`config.mk`:
```
export PLATFORM = sky130hd
export DESIGN_NAME = frogger_game_seq
export DESIGN_NICKNAME = d
export VERILOG_FILES = /design/src/rtl/frogger_game_seq.sv
export SDC_FILE = /design/constraint.sdc
export NUM_CORES = 1
export LEC_CHECK = 0
export CORE_UTILIZATION = 45
export CTS_BUF_LIST = sky130_fd_sc_hd__clkbuf_4
export CTS_CLUSTER_SIZE = 25
export DETAILED_ROUTE_END_ITERATION = 10
export GPL_TIMING_DRIVEN = 0
export HOLD_SLACK_MARGIN = 0.12
export PLACE_DENSITY = 0.67
export SYNTH_ARGS = -nofsm -noshare
export SYNTH_HDL_FRONTEND = slang
export SYNTH_SLANG_ARGS = --single-unit
```
`constraint.sdc`:
```
create_clock -name i_Clk -period 2.7 [get_ports i_Clk]
set_input_delay 0.81 -clock i_Clk [delete_from_list [all_inputs] [get_ports i_Clk]]
set_output_delay 0.81 -clock i_Clk [all_outputs]
set_load 0.01 [all_outputs]
```
`src/rtl/frogger_game_seq.sv`:
```
// Frogger game-level sequencer: run state, lives, level and round timer,
// stepped by video frame ticks.
module frogger_game_seq #(
    parameter int unsigned LIVES_INIT     = 3,
    parameter int unsigned TICKS_PER_SEC  = 60,
    parameter int unsigned ROUND_SECS     = 30,
    parameter int unsigned DEATH_FRAMES   = 90,
    parameter int unsigned LEVELUP_FRAMES = 60,
    parameter int unsigned PADS_PER_LEVEL = 5,
    parameter int unsigned MAX_LEVEL      = 7
) (
    input  logic       i_Clk,
    input  logic       i_Rst_L,
    input  logic       i_Frame_Tick,
    input  logic       i_Start,
    input  logic       i_Collided,
    input  logic [6:0] i_Score,
    output logic [2:0] o_Game_State,
    output logic       o_Move_En,
    output logic       o_Respawn,
    output logic       o_Clear_Score,
    output logic [2:0] o_Lives,
    output logic [2:0] o_Level,
    output logic [5:0] o_Timer
);

    typedef enum logic [2:0] {
        S_IDLE      = 3'd0,
        S_PLAY      = 3'd1,
        S_DYING     = 3'd2,
        S_LEVEL_UP  = 3'd3,
        S_GAME_OVER = 3'd4
    } state_t;

    localparam logic [2:0] LIVES_RST  = 3'(LIVES_INIT);
    localparam logic [5:0] ROUND_RST  = 6'(ROUND_SECS);
    localparam logic [6:0] SEC_LAST   = 7'(TICKS_PER_SEC - 1);
    localparam logic [6:0] DEATH_LAST = 7'(DEATH_FRAMES - 1);
    localparam logic [6:0] LVLUP_LAST = 7'(LEVELUP_FRAMES - 1);
    localparam logic [2:0] PADS_LVL   = 3'(PADS_PER_LEVEL);
    localparam logic [2:0] LEVEL_MAX  = 3'(MAX_LEVEL);

    state_t     state_q, state_d;
    logic [2:0] lives_q, lives_d;
    logic [2:0] level_q, level_d;
    logic [5:0] timer_q, timer_d;
    logic [2:0] pads_q, pads_d;
    logic [6:0] sec_cnt_q, sec_cnt_d;
    logic [6:0] frame_cnt_q, frame_cnt_d;
    logic       move_en_q, move_en_d;
    logic       respawn_q, respawn_d;
    logic       clear_q, clear_d;
    logic       start_prev_q;
    logic [6:0] score_prev_q;

    logic       start_edge;
    logic       pad_evt;
    logic       timer_expire;
    logic [2:0] pads_inc;
    logic [2:0] lives_dec;

    assign start_edge = i_Start & ~start_prev_q;
    assign pad_evt    = (i_Score > score_prev_q);
    assign pads_inc   = pads_q + 3'd1;
    assign lives_dec  = (lives_q != 3'd0) ? lives_q - 3'd1 : 3'd0;

    always_ff @(posedge i_Clk or negedge i_Rst_L) begin
        if (!i_Rst_L) begin
            state_q      <= S_IDLE;
            lives_q      <= LIVES_RST;
            level_q      <= 3'd1;
            timer_q      <= ROUND_RST;
            pads_q       <= '0;
            sec_cnt_q    <= '0;
            frame_cnt_q  <= '0;
            move_en_q    <= 1'b0;
            respawn_q    <= 1'b0;
            clear_q      <= 1'b0;
            start_prev_q <= 1'b0;
            score_prev_q <= '0;
        end else begin
            state_q      <= state_d;
            lives_q      <= lives_d;
            level_q      <= level_d;
            timer_q      <= timer_d;
            pads_q       <= pads_d;
            sec_cnt_q    <= sec_cnt_d;
            frame_cnt_q  <= frame_cnt_d;
            move_en_q    <= move_en_d;
            respawn_q    <= respawn_d;
            clear_q      <= clear_d;
            start_prev_q <= i_Start;
            score_prev_q <= i_Score;
        end
    end

    always_comb begin
        state_d      = state_q;
        lives_d      = lives_q;
        level_d      = level_q;
        timer_d      = timer_q;
        pads_d       = pads_q;
        sec_cnt_d    = sec_cnt_q;
        frame_cnt_d  = frame_cnt_q;
        respawn_d    = 1'b0;
        clear_d      = 1'b0;
        timer_expire = 1'b0;

        case (state_q)
            S_IDLE, S_GAME_OVER: begin
                if (start_edge) begin
                    state_d   = S_PLAY;
                    lives_d   = LIVES_RST;
                    level_d   = 3'd1;
                    timer_d   = ROUND_RST;
                    pads_d    = '0;
                    sec_cnt_d = '0;
                    respawn_d = 1'b1;
                    clear_d   = 1'b1;
                end
            end
            S_PLAY: begin
                if (i_Frame_Tick) begin
                    if (sec_cnt_q == SEC_LAST) begin
                        sec_cnt_d = '0;
                        if (timer_q != 6'd0) begin
                            timer_d      = timer_q - 6'd1;
                            timer_expire = (timer_q == 6'd1);
                        end
                    end else begin
                        sec_cnt_d = sec_cnt_q + 7'd1;
                    end
                end
                // Collision outranks a pad landing in the same cycle.
                if (i_Collided) begin
                    state_d     = S_DYING;
                    lives_d     = lives_dec;
                    frame_cnt_d = '0;
                end else if (pad_evt) begin
                    pads_d = pads_inc;
                    if (pads_inc == PADS_LVL) begin
                        state_d     = S_LEVEL_UP;
                        frame_cnt_d = '0;
                    end
                end else if (timer_expire) begin
                    state_d     = S_DYING;
                    lives_d     = lives_dec;
                    frame_cnt_d = '0;
                end
            end
            S_DYING: begin
                if (i_Frame_Tick) begin
                    if (frame_cnt_q == DEATH_LAST) begin
                        if (lives_q == 3'd0) begin
                            state_d = S_GAME_OVER;
                        end else begin
                            state_d   = S_PLAY;
                            timer_d   = ROUND_RST;
                            sec_cnt_d = '0;
                            respawn_d = 1'b1;
                        end
                    end else begin
                        frame_cnt_d = frame_cnt_q + 7'd1;
                    end
                end
            end
            S_LEVEL_UP: begin
                if (i_Frame_Tick) begin
                    if (frame_cnt_q == LVLUP_LAST) begin
                        level_d   = (level_q >= LEVEL_MAX) ? LEVEL_MAX : level_q + 3'd1;
                        pads_d    = '0;
                        timer_d   = ROUND_RST;
                        state_d   = S_PLAY;
                        respawn_d = 1'b1;
                    end else begin
                        frame_cnt_d = frame_cnt_q + 7'd1;
                    end
                end
            end
            default: state_d = S_IDLE;
        endcase

        move_en_d = (state_d == S_PLAY);
    end

    assign o_Game_State  = state_q;
    assign o_Move_En     = move_en_q;
    assign o_Respawn     = respawn_q;
    assign o_Clear_Score = clear_q;
    assign o_Lives       = lives_q;
    assign o_Level       = level_q;
    assign o_Timer       = timer_q;

endmodule

```
======== Yosys cells after proc, flatten, opt, wreduce, memory -nomap -nowiden ========
Cells that the tools add are included.
operators by class
  add/sub/neg operators ................... 6
  magnitude comparators ................... 2
  equal/unequal tests ..................... 27
  mux-type cells .......................... 66
  bitwise operators ....................... 2
  reduce and logical (&&, ||, !) cells .... 17
operators with widths
  kind                                                              count
  7-bit two-way mux                                                 14
  3-bit two-way mux                                                 24
  6-bit two-way mux                                                 9
  7-bit one-hot mux with 3 select lines                             2
  2-bit != test (second input constant)                             13
  6-bit one-hot mux with 4 select lines                             1
  7-bit by 1-bit adder with 7-bit output (second input constant)    2
  7-bit by 6-bit == test with 1-bit output (second input constant)  2
  3-bit one-hot mux with 2 select lines                             2
  3-bit one-hot mux with 4 select lines                             1
  6-bit AND reduction                                               2
  3-bit nonzero test                                                4
  1-bit two-way mux                                                 11
  10-bit AND reduction                                              1
  3-bit one-hot mux with 3 select lines                             1
  4-bit != test (second input constant)                             2
  4-bit AND reduction                                               2
  7-bit == test (second input constant)                             1
  7-bit > comparator                                                1
  7-bit AND reduction                                               1
  3-bit by 1-bit adder with 3-bit output (second input constant)    2
  3-bit by 1-bit == test with 1-bit output (second input constant)  2
  3-bit by 2-bit == test with 1-bit output (second input constant)  2
  3-bit == test (second input constant)                             2
  13 further kinds                                                  16
word-level totals
  flip-flop bits (word level) ............. 43
  output and inout port bits .............. 18
  logic and storage cells ................. 132

======== Longest topological paths before layout ========
  depth in word-level cells ............... 10
  gate-level depth with buffers ........... 10
  gate-level depth less buffers ........... 9

======== Worst setup path before layout ========
OpenSTA, ideal clock, no wires.
  path kind ............................... input-to-reg
  from .................................... in i_Score[6]
  to ...................................... reg frame_cnt_q[0]
  setup time .............................. 0.127 ns
  arrival time ............................ 2.432 ns
  slack ................................... 0.141 ns
  cell stages on the path ................. 7
  cell sequence ........................... ha_1 nand4_1 a21oi_1 o22ai_1 a211oi_4 nand2b_1 mux2_1
on the way
  longest elaborated chain between the ends .. 4
  elaborated cells on any way between the ends .. 7
  those cells by class .................... order compare: 1; eq/ne: 2; mux: 3; reduce/logical: 1
ends and longest elaborated chain
  element                                line  RTL
  start, declared                        17    input logic [6:0] i_Score,
  7-bit > comparator *                   63    assign pad_evt = (i_Score > score_prev_q);
  7-bit two-way mux                      139   end else if (pad_evt) begin
  7-bit two-way mux                      135   if (i_Collided) begin
  7-bit one-hot mux with 3 select lines  109   case (state_q)
  end signal, assigned                   88    frame_cnt_q <= frame_cnt_d;
  end, declared                          49    logic [6:0] frame_cnt_q, frame_cnt_d;
Every way passes the cells marked *; elsewhere a longest branch is shown, timed or not.
A chain may end at the register's enable or synchronous reset.

======== Worst setup path after layout ========
  from .................................... in i_Score[3]
  to ...................................... reg frame_cnt_q[1]
The elaborated chain is that of the path after synthesis.

==> metrics.md <==
| Metric | Value |
|---|---|
| Outcome | finished clean |
| Hold Fails Final Rpt | 0 |
| Area growth, synth to finish | 25.1% |
| MaxCap Viol Count | 0 |
| Cts bufs inserted | 5 |
| DR pass1 iterations | 4 |
| Post-Syn Instances | 261 |
| DR iter-0 viols | 119 |
| Synth Register Bits | 43 |
| Post-layout total power | 2.29 mW |
| Max Buffers Root-to-Sink | 2 |
| Die ar. | 5880 µm² |
| Port Buf Inserts | 29 |
| DRC viols | 0 |
| Final wirelength | 5450 µm |
| Top Metal Used | met4 |
| Num Clock Sinks | 43 |
| Die width | 76.7 µm |
| CP required | 2.94 ns |
| Average vias per placed instance | 5.66 |
| VDD IR max | 476 µV |
| WP buf/inv | 2 |
| Dpl ws | -0.612 ns |
| CP peak stage delay | 0.43 ns |
| Syn nets | 292 |
| Placement Rows | 26 |
| Hold WS | 0.398 ns |
| Worst Slack Setup Final | 0.0144 ns |
| Kind of critical path | in -> reg |
| Clk Latency, worst-skew pair | 0.35 ns |
| Die Span Y | 76.7 µm |
| Average wire per standard cell | 14.6 µm |
| Least-Margin Pin Slew | 0.546 ns |
| Initial antenna violation count | 0 |
| Largest net degree at the start of global routing | 25 |
| Post-DRT Antenna Nets | 0 |
| Leakage | 1.37 nW |
| Post-synth ARST share | 1.00 |
| Min Tclk post-route | 2.69 ns |
| Clock Skews | 0.0163 ns |
| Cells after DPL | 361 |
| Register area share after synthesis | 0.432 |
| Detail Placement HPWL | 3940 µm |
| Synthesized area | 2510 µm² |
| Final Net Count | 333 |
| Routed wl met3 | 237 µm |
| Crit. End Element | flip-flop |
| Cell-by-cell trace of the critical path | clkdlybuf4s50_1, ha_1, nand4_1, buf_4, o221a_4, a211oi_4, nand2b_4, mux2_1 |
| Period Utilization, post-route | 0.995 |
| Vias after detailed routing | 2111 |
| H-tree levels | 2 |
| Cell Area, Placed | 2900 µm² |
| Number of flops mapped to enable cells by yosys | 0 |
| Crit path launch type | primary input |
| Endpoints failing setup | 0 |
| Final Instance Count excl. Fillers | 373 |
| Post-synth cell types | 58 |
| Share of cells above drive strength 1 | 0.175 |
| Post-CTS Hold Fix Bufs | 0 |
| Critical Path AT | 2.92 ns |
| Root buffer cell | clkbuf_4 |
| Most common cell after layout, fill and taps aside | dfrtp_1 |
| Routed met2 length | 2600 µm |
| Synth Area per Inst | 9.61 µm² |
| Pwr Density | 731 nW/µm² |
| CTS tree | yes |
| Routed length on met1 | 2570 µm |
| Vias in the first global route | 1932 |
| Max Slew Vio Count | 0 |
| Total GRT Usage | 0.195 |
| Hold WC Path Type | in -> async |
| Fin area | 3140 µm² |
| CP Max Fanout | 2 |
| Yosys warns | 0 |
| Core Box Area | 5240 µm² |
| R2R Setup Slk | 0.35 ns |
| Fmax | 372 MHz |
| Overflow left after global routing | 0 |
| Clk pin slew, worst setup/hold paths | 0.12 ns |
| Ant. Diodes | 0 |
| Max stage delay cell, worst path | clkdlybuf4s50_1 |
| First-pass GRT wire length | 9180 µm |
| Top delay family on crit path | buffers and inverters |
| Most frequent cells in the layout | 36 x dfrtp_1, 25 x nor2_1, 22 x clkdlybuf4s50_1 |
| Max_slew headroom | 0.636 |
| Initial Utilization | 0.479 |
| Final GP Congestion | 0.926 |
| IO Count | 30 |
| Main synth FF type | dfrtp_1 |
==> registers in the layout, indices dropped and copies added, names as in the netlist <==
name,cells
o_Level,3
o_Move_En,1
o_Respawn,1
o_Timer,6
pads_q,3
start_prev_q,1
score_prev_q,7
sec_cnt_q,7
o_Clear_Score,1
frame_cnt_q,7
o_Game_State,3
o_Lives,3
==> cell usage after synthesis (all sizes together) (2+ instances only) <==
cell,instances,area share
and4,3,0.010
o22ai,2,0.0050
nor4,6,0.017
nand3,9,0.018
nor3,4,0.010
nand2,16,0.024
o41ai,2,0.0070
clkbuf,3,0.0045
o21ai,23,0.046
nand3b,4,0.017
a31oi,4,0.010
nand4,4,0.010
a211oi,6,0.025
nand4b,2,0.0070
and2,2,0.0050
o311ai,2,0.014
o31ai,6,0.018
buf,2,0.0040
inv,19,0.028
or3,5,0.012
o21a,2,0.0060
ha,19,0.095
and3,2,0.0050
mux2,3,0.013
o32ai,2,0.0070
nor2b,3,0.0075
nor2,26,0.040
nand2b,5,0.013
or4,2,0.0060
or2,5,0.013
dfrtp,36,0.36
dfstp,7,0.073
a21oi,14,0.028
==> final timing paths <==
check,start,endpoint,cells past startpoint
min,i_Rst_L,score_prev_q[2],1
min reg2reg,pads_q[2],pads_q[2],1
max,i_Score[3],frame_cnt_q[1],8
max in group asynchronous,i_Rst_L,o_Timer[1],2
min in group i_Clk,pads_q[2],pads_q[2],1
max reg2reg,o_Lives[0],sec_cnt_q[3],8
==> report_power, final <==
group,total (mW),internal (mW),leakage (nW),switching [mW]
registers,1.00,0.828,0.542,0.177
logic,0.974,0.469,0.794,0.505
clock network,0.316,0.111,0.0317,0.205
==> stage by stage <==
stage / setup TNS, ns / utilization
after CTS: 0 / 0.576
after global routing: -0.0395 / 0.599
after global placement: -20.62 / 0.551
final: 0 / 0.599
after floorplan: 0 / -
after detailed placement: -9.12 / 0.554
==> area by class of cell <==
class                      count  area (µm²)
fill                         450        2100
buffer                         5        21.3
clock buffer                   6        45.0
clock inverter                 2        12.5
inverter                      19        71.3
multi-input combinational    194        1460
sequential                    43        1080
timing repair buffer          34         358
tap                           70        87.6
==> routing by layer <==
metal  GRT usage  vias up
met4      0.0519        0
met2       0.296       56
met3      0.0452        5
met1       0.278     1003
met5           0        -
li1            -     1047
==> cells by family (layout without fill, tap and decap cells) <==
logic type,after synthesis,in the layout,synth area share
and+or+nand+nor,100,100,0.225
adders and majority gates,19,19,0.0948
DFF,43,43,0.432
buffers and inverters,24,66,0.0369
AOI/OAI and AO/OA,71,71,0.194
muxes,3,3,0.0135
xor gates and xnor gates,1,1,0.00349
==> what timing repair did <==
action / 4_1_cts / 5_1_grt
setup endpoints to repair: 12 / 12
gates resized for setup: 6 / 22
pin swaps: 4 / 13
setup buffers: 4 / 0
Note: power is estimated with default switching activity, not from simulation.
